File: src/rtl/noc_output_arbiter_if.sv
// noc_output_arbiter_if
// Bundles the requester side (req_*), the link side (out_*), the credit
// return and the status outputs of one router output-port arbiter.
//   slave  : arbiter view (consumes requests and credits, drives link/status)
//   master : requester/link view (the opposite directions)
// With NOC_ARB_STATS_EN defined, grant_cnt (4 x 16-bit packet counters) is added.
interface noc_output_arbiter_if #(
    parameter int WIDTH   = 33,
    parameter int CREDITS = 4
);
    localparam int CW = $clog2(CREDITS + 1);

    logic [3:0]         req_valid;
    logic [4*WIDTH-1:0] req_data;
    logic [3:0]         req_tail;
    logic [3:0]         req_ready;
    logic               out_valid;
    logic [WIDTH-1:0]   out_data;
    logic               out_tail;
    logic               credit_in;
    logic [CW-1:0]      credit_cnt;
    logic [1:0]         grant_id;
    logic               busy;
    logic               err_credit;
`ifdef NOC_ARB_STATS_EN
    logic [4*16-1:0]    grant_cnt;

    modport slave (
        input  req_valid, req_data, req_tail, credit_in,
        output req_ready, out_valid, out_data, out_tail,
               credit_cnt, grant_id, busy, err_credit, grant_cnt
    );
    modport master (
        output req_valid, req_data, req_tail, credit_in,
        input  req_ready, out_valid, out_data, out_tail,
               credit_cnt, grant_id, busy, err_credit, grant_cnt
    );
`else
    modport slave (
        input  req_valid, req_data, req_tail, credit_in,
        output req_ready, out_valid, out_data, out_tail,
               credit_cnt, grant_id, busy, err_credit
    );
    modport master (
        output req_valid, req_data, req_tail, credit_in,
        input  req_ready, out_valid, out_data, out_tail,
               credit_cnt, grant_id, busy, err_credit
    );
`endif
endinterface

File: src/rtl/noc_output_arbiter.sv
// noc_output_arbiter
// Round-robin arbiter sharing one router output port between four input
// switches. A multi-flit packet locks the port until its tail flit; every
// transfer consumes one downstream credit.
// Ports:
//   clk  - rising-edge clock
//   rst  - synchronous active-high reset
//   bus  - noc_output_arbiter_if.slave: req_valid/req_data/req_tail/req_ready,
//          registered out_valid/out_data/out_tail, credit_in, credit_cnt,
//          grant_id, busy, err_credit (+ grant_cnt with NOC_ARB_STATS_EN)
// Optional feature macro: NOC_ARB_STATS_EN (per-requester completed-packet
// counters, 16 bits each, wrapping).
//
// state  | meaning
// IDLE   | round-robin search from ptr over all requesters
// LOCKED | mid-packet; only owner may transfer until its tail flit
module noc_output_arbiter #(
    parameter int WIDTH   = 33,
    parameter int CREDITS = 4
) (
    input  logic                 clk,
    input  logic                 rst,
    noc_output_arbiter_if.slave  bus
);
    localparam int CW = $clog2(CREDITS + 1);
    localparam logic [CW-1:0] CRED_MAX = CW'(CREDITS);

    typedef enum logic {IDLE, LOCKED} state_t;

    state_t           state_q, state_d;
    logic [1:0]       ptr_q, ptr_d;
    logic [1:0]       owner_q, owner_d;
    logic [1:0]       grant_id_q, grant_id_d;
    logic [CW-1:0]    credit_cnt_q, credit_cnt_d;
    logic             out_valid_q, out_valid_d;
    logic [WIDTH-1:0] out_data_q, out_data_d;
    logic             out_tail_q, out_tail_d;
    logic             err_credit_q, err_credit_d;

    logic             cand_found;
    logic [1:0]       cand_idx;
    logic [1:0]       scan_idx;
    logic [1:0]       gnt_idx;
    logic             xfer;
    logic             xfer_tail;
    logic [WIDTH-1:0] xfer_data;

`ifdef NOC_ARB_STATS_EN
    logic [3:0][15:0] grant_cnt_q, grant_cnt_d;
`endif

    // First valid requester starting at ptr, wrapping mod 4.
    always_comb begin
        cand_found = 1'b0;
        cand_idx   = ptr_q;
        scan_idx   = ptr_q;
        for (int k = 0; k < 4; k++) begin
            scan_idx = ptr_q + 2'(k);
            if (!cand_found && bus.req_valid[scan_idx]) begin
                cand_found = 1'b1;
                cand_idx   = scan_idx;
            end
        end
    end

    always_comb begin
        state_d      = state_q;
        ptr_d        = ptr_q;
        owner_d      = owner_q;
        grant_id_d   = grant_id_q;
        credit_cnt_d = credit_cnt_q;
        err_credit_d = err_credit_q;
        out_data_d   = out_data_q;
        out_tail_d   = out_tail_q;
        xfer_data    = '0;

        // credit_in deliberately absent here: a returning credit is usable next cycle.
        gnt_idx = (state_q == LOCKED) ? owner_q : cand_idx;
        xfer    = (credit_cnt_q != '0) &&
                  ((state_q == LOCKED) ? bus.req_valid[owner_q] : cand_found);

        bus.req_ready = 4'b0000;
        if (xfer) bus.req_ready[gnt_idx] = 1'b1;

        for (int i = 0; i < 4; i++) begin
            if (gnt_idx == 2'(i)) xfer_data = bus.req_data[i*WIDTH +: WIDTH];
        end
        xfer_tail = bus.req_tail[gnt_idx];

        out_valid_d = xfer;
        if (xfer) begin
            out_data_d = xfer_data;
            out_tail_d = xfer_tail;
            grant_id_d = gnt_idx;
            case (state_q)
                IDLE: begin
                    if (xfer_tail) begin
                        ptr_d = gnt_idx + 2'd1;
                    end else begin
                        state_d = LOCKED;
                        owner_d = gnt_idx;
                    end
                end
                LOCKED: begin
                    if (xfer_tail) begin
                        state_d = IDLE;
                        ptr_d   = owner_q + 2'd1;
                    end
                end
                default: state_d = IDLE;
            endcase
        end

        if (bus.credit_in && credit_cnt_q == CRED_MAX) err_credit_d = 1'b1;
        case ({xfer, bus.credit_in})
            2'b10:   credit_cnt_d = credit_cnt_q - CW'(1);
            2'b01:   if (credit_cnt_q != CRED_MAX) credit_cnt_d = credit_cnt_q + CW'(1);
            default: credit_cnt_d = credit_cnt_q;
        endcase
    end

`ifdef NOC_ARB_STATS_EN
    always_comb begin
        grant_cnt_d = grant_cnt_q;
        if (xfer && xfer_tail) grant_cnt_d[gnt_idx] = grant_cnt_q[gnt_idx] + 16'd1;
    end
`endif

    always_ff @(posedge clk) begin
        if (rst) begin
            state_q      <= IDLE;
            ptr_q        <= 2'd0;
            owner_q      <= 2'd0;
            grant_id_q   <= 2'd0;
            credit_cnt_q <= CRED_MAX;
            out_valid_q  <= 1'b0;
            out_data_q   <= '0;
            out_tail_q   <= 1'b0;
            err_credit_q <= 1'b0;
        end else begin
            state_q      <= state_d;
            ptr_q        <= ptr_d;
            owner_q      <= owner_d;
            grant_id_q   <= grant_id_d;
            credit_cnt_q <= credit_cnt_d;
            out_valid_q  <= out_valid_d;
            out_data_q   <= out_data_d;
            out_tail_q   <= out_tail_d;
            err_credit_q <= err_credit_d;
        end
    end

`ifdef NOC_ARB_STATS_EN
    always_ff @(posedge clk) begin
        if (rst) grant_cnt_q <= '0;
        else     grant_cnt_q <= grant_cnt_d;
    end
    assign bus.grant_cnt = grant_cnt_q;
`endif

    assign bus.out_valid  = out_valid_q;
    assign bus.out_data   = out_data_q;
    assign bus.out_tail   = out_tail_q;
    assign bus.credit_cnt = credit_cnt_q;
    assign bus.grant_id   = grant_id_q;
    assign bus.busy       = (state_q == LOCKED);
    assign bus.err_credit = err_credit_q;

endmodule

File: src/flat_wrapper.sv
// flat-port wrapper written by rule: the top's interface ports become plain ports
module noc_output_arbiter_flat 
#(
    parameter int WIDTH   = 33,
    parameter int CREDITS = 4
)
  (clk, rst, bus_req_valid, bus_req_data, bus_req_tail, bus_credit_in, bus_req_ready, bus_out_valid, bus_out_data, bus_out_tail, bus_credit_cnt, bus_grant_id, bus_busy, bus_err_credit);
  noc_output_arbiter_if #(.WIDTH(WIDTH), .CREDITS(CREDITS)) bus_i ();
  input  logic clk;
  input  logic rst;
  input wire logic [$bits(bus_i.req_valid)-1:0] bus_req_valid;
  input wire logic [$bits(bus_i.req_data)-1:0] bus_req_data;
  input wire logic [$bits(bus_i.req_tail)-1:0] bus_req_tail;
  input wire logic [$bits(bus_i.credit_in)-1:0] bus_credit_in;
  output wire logic [$bits(bus_i.req_ready)-1:0] bus_req_ready;
  output wire logic [$bits(bus_i.out_valid)-1:0] bus_out_valid;
  output wire logic [$bits(bus_i.out_data)-1:0] bus_out_data;
  output wire logic [$bits(bus_i.out_tail)-1:0] bus_out_tail;
  output wire logic [$bits(bus_i.credit_cnt)-1:0] bus_credit_cnt;
  output wire logic [$bits(bus_i.grant_id)-1:0] bus_grant_id;
  output wire logic [$bits(bus_i.busy)-1:0] bus_busy;
  output wire logic [$bits(bus_i.err_credit)-1:0] bus_err_credit;
  assign bus_i.req_valid = bus_req_valid;
  assign bus_i.req_data = bus_req_data;
  assign bus_i.req_tail = bus_req_tail;
  assign bus_i.credit_in = bus_credit_in;
  assign bus_req_ready = bus_i.req_ready;
  assign bus_out_valid = bus_i.out_valid;
  assign bus_out_data = bus_i.out_data;
  assign bus_out_tail = bus_i.out_tail;
  assign bus_credit_cnt = bus_i.credit_cnt;
  assign bus_grant_id = bus_i.grant_id;
  assign bus_busy = bus_i.busy;
  assign bus_err_credit = bus_i.err_credit;
  noc_output_arbiter #(.WIDTH(WIDTH), .CREDITS(CREDITS)) u_core (.clk(clk), .rst(rst), .bus(bus_i));
endmodule
File: config.mk
export PLATFORM = sky130hd
export DESIGN_NAME = noc_output_arbiter_flat
export DESIGN_NICKNAME = d
export VERILOG_FILES = /design/src/rtl/noc_output_arbiter_if.sv /design/src/rtl/noc_output_arbiter.sv /design/src/flat_wrapper.sv
export SDC_FILE = /design/constraint.sdc
export NUM_CORES = 1
export LEC_CHECK = 0
export BUFFER_PORTS_ARGS = -buffer_cell sky130_fd_sc_hd__buf_2
export CORE_MARGIN = 4
export CORE_UTILIZATION = 35
export CTS_BUF_LIST = sky130_fd_sc_hd__clkbuf_4 sky130_fd_sc_hd__clkbuf_8 sky130_fd_sc_hd__clkbuf_16
export DETAILED_ROUTE_END_ITERATION = 8
export GPL_TIMING_DRIVEN = 1
export PLACE_DENSITY = 0.79
export SLEW_MARGIN = 15
export SYNTH_ARGS = -nofsm -noshare
export SYNTH_HDL_FRONTEND = slang
export SYNTH_SLANG_ARGS = --single-unit
File: constraint.sdc
create_clock -name clk -period 2.49 [get_ports clk]
set_input_delay 0.1245 -clock clk [delete_from_list [all_inputs] [get_ports clk]]
set_output_delay 0.1245 -clock clk [all_outputs]
set_load 0.02 [all_outputs]
==> impl_metrics.tcl, run 1 <==
set metrics [dict create \
    status "complete, no violations" \
    route.detailed.drc 0 \
    antenna_found_initial 0 \
    synth_ff_type "dfxtp_1" \
    max_slew_margin_pct 68.3 \
    crit_top_cell "a21oi_2" \
    ys_seq_area_share_pct 27.6 \
    powerDensity_mw_per_mm2 1320 \
    rrSetupSlack_ns 0.13 \
    viasPerCell 5.21 \
    tns_ns 0 \
    grt_pass1_wl_um 18700 \
    cp_cell_sequence "or3b_4 > a21oi_2 > o21ai_1 > nand2_2 > ha_2 > buf_12 > nand2_1 > a21oi_2 > a21oi_2 > o211ai_1 > o21ai_1 > nor2_1" \
    min_path_type "in2reg" \
    clk_latency_ns 0.30 \
    async_reset_ff_share_pct 0 \
    nNetsFinal 777 \
    cts_max_level 2 \
    grt_pass1_vias 3727 \
    ant_nets 0 \
    synthesis.area_mm2 0.00334 \
    hold_start "bus_req_data[131]" \
    dieArea_mm2 0.0112 \
    final_area_mm2 0.00474 \
    core_mm2 0.00928 \
    ys_types 47 \
    dieWidth_um 106 \
    reg2reg_to "u_core.bus.out_data[11]$_SDFFE_PP0P_" \
    routed_wl_um 12000 \
    setup_violations 0 \
    io_pins 189 \
    cts_root_buf "clkbuf_8" \
    r2r-start "u_core.ptr_q[0]$_SDFFE_PP0P_" \
    synth_nets 598 \
    rows 35 \
    setup.worst_path.end_class "register" \
    firstDrtPassIters 4 \
    cpPeakStageDelay_ns 0.38 \
    synth.avg_cell_area_um2 7.43 \
    tritoncts "yes" \
    clkTransAtPathRegs_ns 0.10 \
    crit_slowest_cell "dfxtp_4" \
    peakVddDrop_v 0.000658 \
    fin_crit_ns 2.36 \
    finalHoldViolCount 0 \
    cp.required_ns 2.74 \
    fin_skew_ns 0.0117 \
    crit_start "u_core.ptr_q[0]$_SDFFE_PP0P_" \
    drive_gt1_share_pct 45.9 \
    track_usage_pct 20.3 \
    finalCritPeriodShare_pct 94.9 \
    critical_path_cell_count 12 \
    grt_max_degree 45 \
    gp_congestion 0.900 \
    arrival_ns 2.61 \
    reg2regPathDepth 12 \
    diodes 0 \
    path_buf_inv 1 \
    max_slew.worst_pin.slew_ns 0.470 \
    placed_area_mm2 0.00450 \
    p_leak_nw 2.15 \
    gr-total-overflow 0 \
    critPathKind "reg2reg" \
    syn_inst 450 \
    cp-start-kind "register" \
    whs_path_depth 5 \
    wl_per_cell_um 15.8 \
    cts_buffers 5 \
    clock_sinks 46 \
    ys_ff_latch 46 \
    ys_warn_count 0 \
    synth_enable_flop_cells 0 \
    start_util_pct 36.0 \
    cap_violations 0 \
    area_growth_pct 41.9 \
    dieHeight_um 106 \
    drv_slew 0 \
    fill_cells 900 \
    cp_top_family "compound AO/OA/AOI/OAI gates" \
    route.vias.total 3951 \
    io_buffers 188 \
    fmax_mhz 423 \
    cts_max_path_buffers 2 \
    hold_end "u_core.bus.out_data[32]$_SDFFE_PP0P_" \
    drt_iter0_markers 300 \
    path_max_fanout 42 \
    hpwl_um 9270 \
]
power by group:
part	leakage [nW]	switching, mW	internal [mW]
sequential	0.382	0.183	1.02
clock	0.0447	0.273	0.203
combinational	1.72	2.67	1.90
per-stage QoR:
step | setup slack [ns] | power [mW] | cells | hold slack [ns] | utilization, %
floorplan | 0.0313 | 4.33 | 450 | 0.289 | -
global placement | 0.140 | 5.43 | 749 | 0.450 | 48.5
detailed placement | 0.0531 | 5.54 | 749 | 0.454 | 48.5
CTS | 0.0347 | 6.07 | 758 | 0.174 | 49.9
global route | -0.0443 | 6.78 | 759 | 0.200 | 51.1
finish | 0.126 | 6.25 | 759 | 0.181 | 51.1
cell families (layout without fill, tap and decap cells):
| logic type | count (synthesis) | in the layout | synth area share, % |
|---|---|---|---|
| AOI/OAI and AO/OA | 161 | 161 | 34.2 |
| xor gates and xnor gates | 1 | 1 | 0.262 |
| adders and majority gates | 5 | 5 | 2.10 |
| buffers and inverters | 48 | 228 | 6.78 |
| DFF | 46 | 46 | 27.6 |
| muxes | 4 | 4 | 1.68 |
| and+or+nand+nor | 185 | 185 | 27.4 |
cell usage in the layout (no fill, tap or decap), types with 3 or more instances in the layout:
cell | synthesis | routed
buf_4 | 1 | 16
a21oi_1 | 69 | 48
nor3_4 | 2 | 3
o211ai_1 | 3 | 3
nor3_1 | 5 | 5
buf_2 | 4 | 188
dfxtp_1 | 46 | 45
nand3b_1 | 33 | 33
nor2_1 | 45 | 43
mux2i_1 | 3 | 3
inv_1 | 6 | 5
and2_1 | 7 | 7
o21ai_1 | 37 | 37
nor3b_1 | 4 | 4
clkbuf_8 | 0 | 5
o211ai_2 | 30 | 30
nand2_1 | 79 | 78
buf_12 | 0 | 6
a21oi_2 | 0 | 21
Yosys cell counts (all sizes together), types with 2 or more instances:
library cell	count	area (µm²)
inv	6	22.5
nand3b	33	248
a211oi	3	32.5
nor2	45	169
o21ai	38	194
nand2b	2	12.5
o311ai	2	17.5
and2	7	43.8
o211a	2	20.0
a21oi	69	345
buf	14	98.8
o21a	2	15.0
nand2	79	297
mux2i	3	30.0
nor3	9	77.6
clkbuf	26	97.6
nor2b	2	12.5
a32o	2	20.0
clkinv	2	7.51
o211ai	33	398
ha	4	50.1
a21o	2	15.0
nor3b	4	30.0
dfxtp	46	921
what timing repair did:
item | CTS | global route
setup endpoints to repair | 1 | 38
endpoints found under the hold margin | 0 | 0
gates cloned | 1 | 0
gates resized for setup | 0 | 30
buffers inserted | 0 | 1
pin swaps | 0 | 4
hold buffers | 0 | 0
worst min-delay path: cells and delay by family:
family                 cells  cell delay (ns)
AND/OR/NAND/NOR            2             0.12
AO/OA/AOI/OAI              2             0.12
buffers and inverters      1             0.08
cell type report:
| type | count | area (µm²) | area share [%] |
|---|---|---|---|
| Clock buffer | 5 | 68.8 | 1.45 |
| Clock inverter | 3 | 25.0 | 0.528 |
| Inverter | 8 | 30.0 | 0.633 |
| Multi-Input combinational cell | 356 | 2310 | 48.7 |
| Sequential cell | 46 | 925 | 19.5 |
| Tap cell | 129 | 161 | 3.40 |
| Timing Repair Buffer | 212 | 1220 | 25.8 |
per-layer routing:
layer / share of wire, % / global-route usage [%]
met2: 47 / 32.5
met1: 44 / 27.8
met5: 0 / 0
met4: 2.1 / 5.74
met3: 6.9 / 3.92
how the worst max path moves through the flow:
| stage | to |
|---|---|
| after floorplan | bus_req_ready[3] |
| after global routing | u_core.bus.out_data[11]$_SDFFE_PP0P_ |
| final | u_core.bus.out_data[11]$_SDFFE_PP0P_ |
| after CTS | bus_req_ready[3] |
| after global placement | u_core.bus.out_data[24]$_SDFFE_PP0P_ |
| after detailed placement | u_core.bus.out_data[29]$_SDFFE_PP0P_ |
sequential cells by signal (all words and copies together) (netlist names):
register / count
u_core.bus.out_data: 33
u_core.bus.credit_cnt: 3
u_core.bus.grant_id: 2
u_core.owner_q: 2
u_core.ptr_q: 2
u_core.bus.busy: 1
u_core.bus.err_credit: 1
u_core.bus.out_tail: 1
u_core.bus.out_valid: 1
No activity file was read; power rests on OpenSTA's default activity.
==> inputs of run 2 (changes only) <==
--- a/config.mk
+++ b/config.mk
@@ -10,8 +10,8 @@
 export CORE_UTILIZATION = 35
 export CTS_BUF_LIST = sky130_fd_sc_hd__clkbuf_4 sky130_fd_sc_hd__clkbuf_8 sky130_fd_sc_hd__clkbuf_16
 export DETAILED_ROUTE_END_ITERATION = 8
-export GPL_TIMING_DRIVEN = 1
-export PLACE_DENSITY = 0.79
+export HOLD_SLACK_MARGIN = 0.1
+export PLACE_DENSITY = 0.77
 export SLEW_MARGIN = 15
 export SYNTH_ARGS = -nofsm -noshare
 export SYNTH_HDL_FRONTEND = slang
==> constraint.sdc (replaced) <==
create_clock -name clk -period 2.6 [get_ports clk]
set_input_delay 0.13 -clock clk [delete_from_list [all_inputs] [get_ports clk]]
set_output_delay 0.13 -clock clk [all_outputs]
set_load 0.02 [all_outputs]
==> run 2 against run 1 <==
Compared with the run above: non-clock buffer count decreased by 8; sequential power decreased by 4%; global-route usage down 0.71 points; sequential share of layout area rose by 0.60 points; clock skew is 0.0060 ns higher; combinational power down 9.2%; register-to-register slack improved by 0.04 ns; worst hold slack got worse by 0.0045 ns; critical path depth is 3 lower; sequential cell count did not move; critical endpoint is now bus_req_ready[2]; largest cell class unchanged.
==> impl_metrics.tcl, run 2 (synthesis results as in run 1) <==
set metrics [dict create \
    status "complete, no violations" \
    dieWidth_um 106 \
    final_cell_mix "buf_2 (188), nand2_1 (78), a21oi_1 (62), nor2_1 (44), dfxtp_1 (44)" \
    drive_gt1_share_pct 42.6 \
    path_max_fanout 67 \
    place_ws_ns 0.0580 \
    ctsResizeCount 0 \
    gr-total-overflow 0 \
    firstDrtPassIters 5 \
    dieHeight_um 106 \
    clock_sinks 46 \
    route.vias.total 3955 \
    grt_pass1_vias 3565 \
    placed_area_mm2 0.00444 \
    antenna_found_initial 0 \
    cap_violations 0 \
    finalHoldViolCount 0 \
    rows 35 \
    start_util_pct 36.0 \
    io_pins 189 \
    viasPerCell 5.27 \
    grt_max_degree 68 \
    largest_reg_flops 33 \
    p_leak_nw 2.09 \
    clk_latency_ns 0.31 \
    fmax_mhz 410 \
    peakVddDrop_v 0.000610 \
    track_usage_pct 19.6 \
    grt_pass1_wl_um 18100 \
    drv_slew 0 \
    io_buffers 188 \
    finalCritPeriodShare_pct 93.8 \
    route.detailed.drc 0 \
    cts_max_level 2 \
    hpwl_um 9080 \
    ant_nets 0 \
    powerDensity_mw_per_mm2 1260 \
    area_growth_pct 37.5 \
    routed_wl_um 12100 \
    final_area_mm2 0.00459 \
    diodes 0 \
    max_slew.worst_pin.slew_ns 0.611 \
    drt_iter0_markers 394 \
    arrival_ns 2.31 \
    cts_max_path_buffers 2 \
    finalWorstSetupSlack_ns 0.162 \
    final_common_cell "buf_2" \
    fill_cells 924 \
    min_path_type "in2reg" \
    nNetsFinal 769 \
    tritoncts "yes" \
    tns_ns 0 \
    cts_buffers 5 \
    cts_root_buf "clkbuf_8" \
    hold_buffers 0 \
    dieArea_mm2 0.0112 \
    fin_util_pct 49.5 \
    setup.worst_path.end_class "primary output" \
    fin_crit_ns 2.44 \
    gp_congestion 0.977 \
    critPathKind "reg2out" \
    post_cts_buffers 0 \
    setup_violations 0 \
    cp.required_ns 2.47 \
    fin_skew_ns 0.0177 \
    core_mm2 0.00928 \
    place_inst 742 \
    wl_per_cell_um 16.1 \
    cp-start-kind "register" \
    max_slew_margin_pct 58.7 \
    clkTransAtPathRegs_ns 0.10 \
    fin_cells 751 \
]
-- run 2: worst paths after layout --
kind | start | to | slack [ns] | depth (start not counted)
min | bus_req_data[107] | u_core.bus.out_data[8]$_SDFFE_PP0P_ | 0.18 | 5
min reg2reg | u_core.bus.grant_id[1]$_SDFFE_PP0P_ | u_core.bus.grant_id[1]$_SDFFE_PP0P_ | 0.46 | 2
max | u_core.ptr_q[1]$_SDFFE_PP0P_ | bus_req_ready[2] | 0.16 | 9
max reg2reg | u_core.ptr_q[0]$_SDFFE_PP0P_ | u_core.bus.out_data[25]$_SDFFE_PP0P_ | 0.17 | 13
-- run 2: through the flow --
step / hold slack (ns) / total power [mW]
floorplan: 0.294 / 4.15
global placement: 0.446 / 5.12
detailed placement: 0.451 / 5.21
CTS: 0.175 / 5.71
global route: 0.188 / 6.28
finish: 0.177 / 5.80
-- run 2: worst max-delay path: stages (launching register included) --
cell and delay (ns):
dfxtp_2 0.36, nand2b_1 0.09, a21boi_0 0.11, o311a_1 0.39, nor2_2 0.13, buf_4 0.14
ha_2 0.19, buf_12 0.26, and2_1 0.16, buf_2 0.16
-- run 2: layout make-up --
type / instances / area (µm²) / area share [%]
Timing Repair Buffer: 204 / 1140 / 24.8
Sequential cell: 46 / 923 / 20.1
Multi-Input combinational cell: 356 / 2240 / 48.7
Inverter: 8 / 30.0 / 0.654
Clock buffer: 7 / 90.1 / 1.96
Clock inverter: 1 / 8.76 / 0.191
Tap cell: 129 / 161 / 3.51
-- run 2: layer usage --
metal	GRT usage, %	share of wire (%)	up-vias
met5	0	0	-
li1	-	-	1939
met1	28.2	45	1824
met4	5.46	1.8	0
met2	30.4	47	174
met3	2.82	6.5	18
-- run 2: where the power goes --
part | total, mW | internal (mW) | switching (mW)
Combinational | 4.16 | 1.69 | 2.48
Sequential | 1.15 | 0.974 | 0.177
Clock | 0.484 | 0.231 | 0.253
Total | 5.80 | 2.89 | 2.91
==> inputs of run 3 (changes only) <==
--- a/config.mk
+++ b/config.mk
@@ -16,3 +16,4 @@
 export SYNTH_ARGS = -nofsm -noshare
 export SYNTH_HDL_FRONTEND = slang
 export SYNTH_SLANG_ARGS = --single-unit
+export TNS_END_PERCENT = 100
==> constraint.sdc (replaced) <==
create_clock -name clk -period 2.5 [get_ports clk]
set_input_delay 0.125 -clock clk [delete_from_list [all_inputs] [get_ports clk]]
set_output_delay 0.125 -clock clk [all_outputs]
set_load 0.02 [all_outputs]
==> run 3 against run 2 <==
Compared with the run above: first-iteration DRC count down 5.6%; via count is 0.13% lower; wire length is 0.17% higher; clock power rose by 18%; clock skew down 0.0063 ns; sequential power grew 4%; non-clock buffer count rose by 11; register-to-register slack lost 0.07 ns; global-route usage increased by 0.83 points; clock-buffer cell count shrank 2; worst setup slack worse by 0.074 ns; sequential share of layout area down 0.63 points.
==> impl_metrics.tcl, run 3 (synthesis results as in run 1) <==
set metrics [dict create \
    clkTransAtPathRegs_ns 0.09 \
    cts_max_level 2 \
    clk_latency_ns 0.30 \
    cp-start-kind "register" \
    rows 35 \
    r2r-start "u_core.ptr_q[0]$_SDFFE_PP0P_" \
    hold_start "bus_req_data[99]" \
    grt_pass1_vias 3752 \
    place_inst 752 \
    p_sw_mw 3.09 \
    diodes 0 \
    pwr-share-seq_pct 18.9 \
    max_slew_margin_pct 63.1 \
    crit_slowest_cell "or3b_4" \
    min_path_type "in2reg" \
    final_common_cell "buf_2" \
    grt_pass1_wl_um 18800 \
    reg2regPathDepth 13 \
    fin_crit_ns 2.41 \
    nNetsFinal 780 \
    max_slew.worst_pin.slew_ns 0.549 \
    setup_violations 0 \
    fmax_mhz 415 \
    arrival_ns 2.29 \
    whs_path_depth 5 \
    core_mm2 0.00928 \
    p_leak_nw 2.17 \
    final_cell_mix "buf_2 (188), nand2_1 (78), a21oi_1 (63), nor2_1 (44), dfxtp_1 (44)" \
    fin_util_pct 51.1 \
    gr-total-overflow 0 \
    fin_skew_ns 0.0114 \
    dieWidth_um 106 \
    clock_sinks 46 \
    cp_cell_sequence "or3b_4 > a21oi_2 > o21ai_1 > nand2_2 > inv_2 > ha_2 > buf_12 > and2_1 > buf_2" \
    critPathKind "reg2out" \
    peakVddDrop_v 0.000607 \
    firstDrtPassIters 5 \
    antenna_found_initial 0 \
    holdWs_ns 0.166 \
    clkPwrFrac_pct 9.0 \
    switching_share_pct 48.7 \
    io_buffers 188 \
    cp_top_family "simple AND/OR/NAND/NOR gates" \
    route.vias.total 3950 \
    cts_max_path_buffers 2 \
    gp_congestion 0.903 \
    area_growth_pct 41.9 \
    cap_violations 0 \
    tritoncts "yes" \
    fin_cells 762 \
    track_usage_pct 20.4 \
    cts_buffers 5 \
    intPower_mw 3.25 \
    wl_per_cell_um 15.9 \
    cp.required_ns 2.38 \
    drt_iter0_markers 372 \
    comb_power_share_pct 72.1 \
    critical_path_cell_count 9 \
    ant_nets 0 \
    dieHeight_um 106 \
    cts_root_buf "clkbuf_8" \
    status "complete, no violations" \
    cpPeakStageDelay_ns 0.40 \
    drive_gt1_share_pct 44.2 \
    hpwl_um 9370 \
    finalHoldViolCount 0 \
    largest_reg_flops 33 \
    setup.worst_path.end_class "primary output" \
    start_util_pct 36.0 \
    dieArea_mm2 0.0112 \
    route.detailed.drc 0 \
    powerDensity_mw_per_mm2 1340 \
    finalCritPeriodShare_pct 96.5 \
    routed_wl_um 12100 \
    drv_slew 0 \
    grt_max_degree 46 \
    path_buf_inv 3 \
    io_pins 189 \
    crit_start "u_core.ptr_q[0]$_SDFFE_PP0P_" \
    viasPerCell 5.18 \
    path_max_fanout 17 \
]
-- run 3: cell count changes in the layout (fill, tap and decap cells not counted), sizes merged --
cell,previous run,this run
buf,203,214
clkbuf,8,6
bufinv,0,1
clkinv,2,3
-- run 3: worst paths after layout --
path                                    endpoint  slack [ns]
max                             bus_req_ready[2]        0.09
min          u_core.bus.out_data[0]$_SDFFE_PP0P_        0.17
max reg2reg  u_core.bus.out_data[9]$_SDFFE_PP0P_        0.10
min reg2reg  u_core.bus.grant_id[1]$_SDFFE_PP0P_        0.46
-- run 3: final cells by class --
type                       instances  area [µm²]
inverter                           8        30.0
timing repair buffer             215        1260
tap                              129         161
clock buffer                       5        68.8
multi-input combinational        356        2260
fill                             932        4540
clock inverter                     3        43.8
sequential                        46         923
-- run 3: per-layer routing --
layer | share of wire, % | wire (µm) | GRT usage [%] | vias up
li1 | - | - | - | 1957
met1 | 44 | 5350 | 28.0 | 1818
met2 | 48 | 5760 | 33.6 | 164
met3 | 6.9 | 839 | 3.25 | 11
met4 | 1.3 | 155 | 5.00 | 0
met5 | 0 | 0 | 0 | -
-- run 3: power groups by stage --
stage	logic [mW]	registers, mW	clock network [mW]
final	4.57	1.20	0.569
after global placement	4.28	1.20	0
after global routing	5.01	1.23	0.628
after detailed placement	4.39	1.21	0
after floorplan	2.85	1.47	0
after CTS	4.43	1.19	0.592
-- run 3: stage by stage --
stage / power (mW) / setup WS (ns) / setup TNS, ns / area (µm²)
after global placement: 5.48 / 0.0463 / 0 / 4540
after CTS: 6.21 / -0.00729 / -0.00729 / 4660
after global routing: 6.87 / -0.0180 / -0.0673 / 4740
after detailed placement: 5.60 / -0.0451 / -0.135 / 4540
final: 6.33 / 0.0885 / 0 / 4740
after floorplan: 4.32 / 0.0408 / 0 / 3340
-- run 3: what timing repair did --
action	CTS	global route
resized for setup	4	15
hold buffers	0	0
cloned	0	1
setup buffers	0	1
pin swaps	0	4
setup endpoints to repair	12	36
-- run 3: tightest hold or removal path, stage by stage --
cell and delay [ns]:
buf_2 0.08, nand2_1 0.05, o211ai_2 0.06, o21ai_1 0.06
nor2_1 0.07
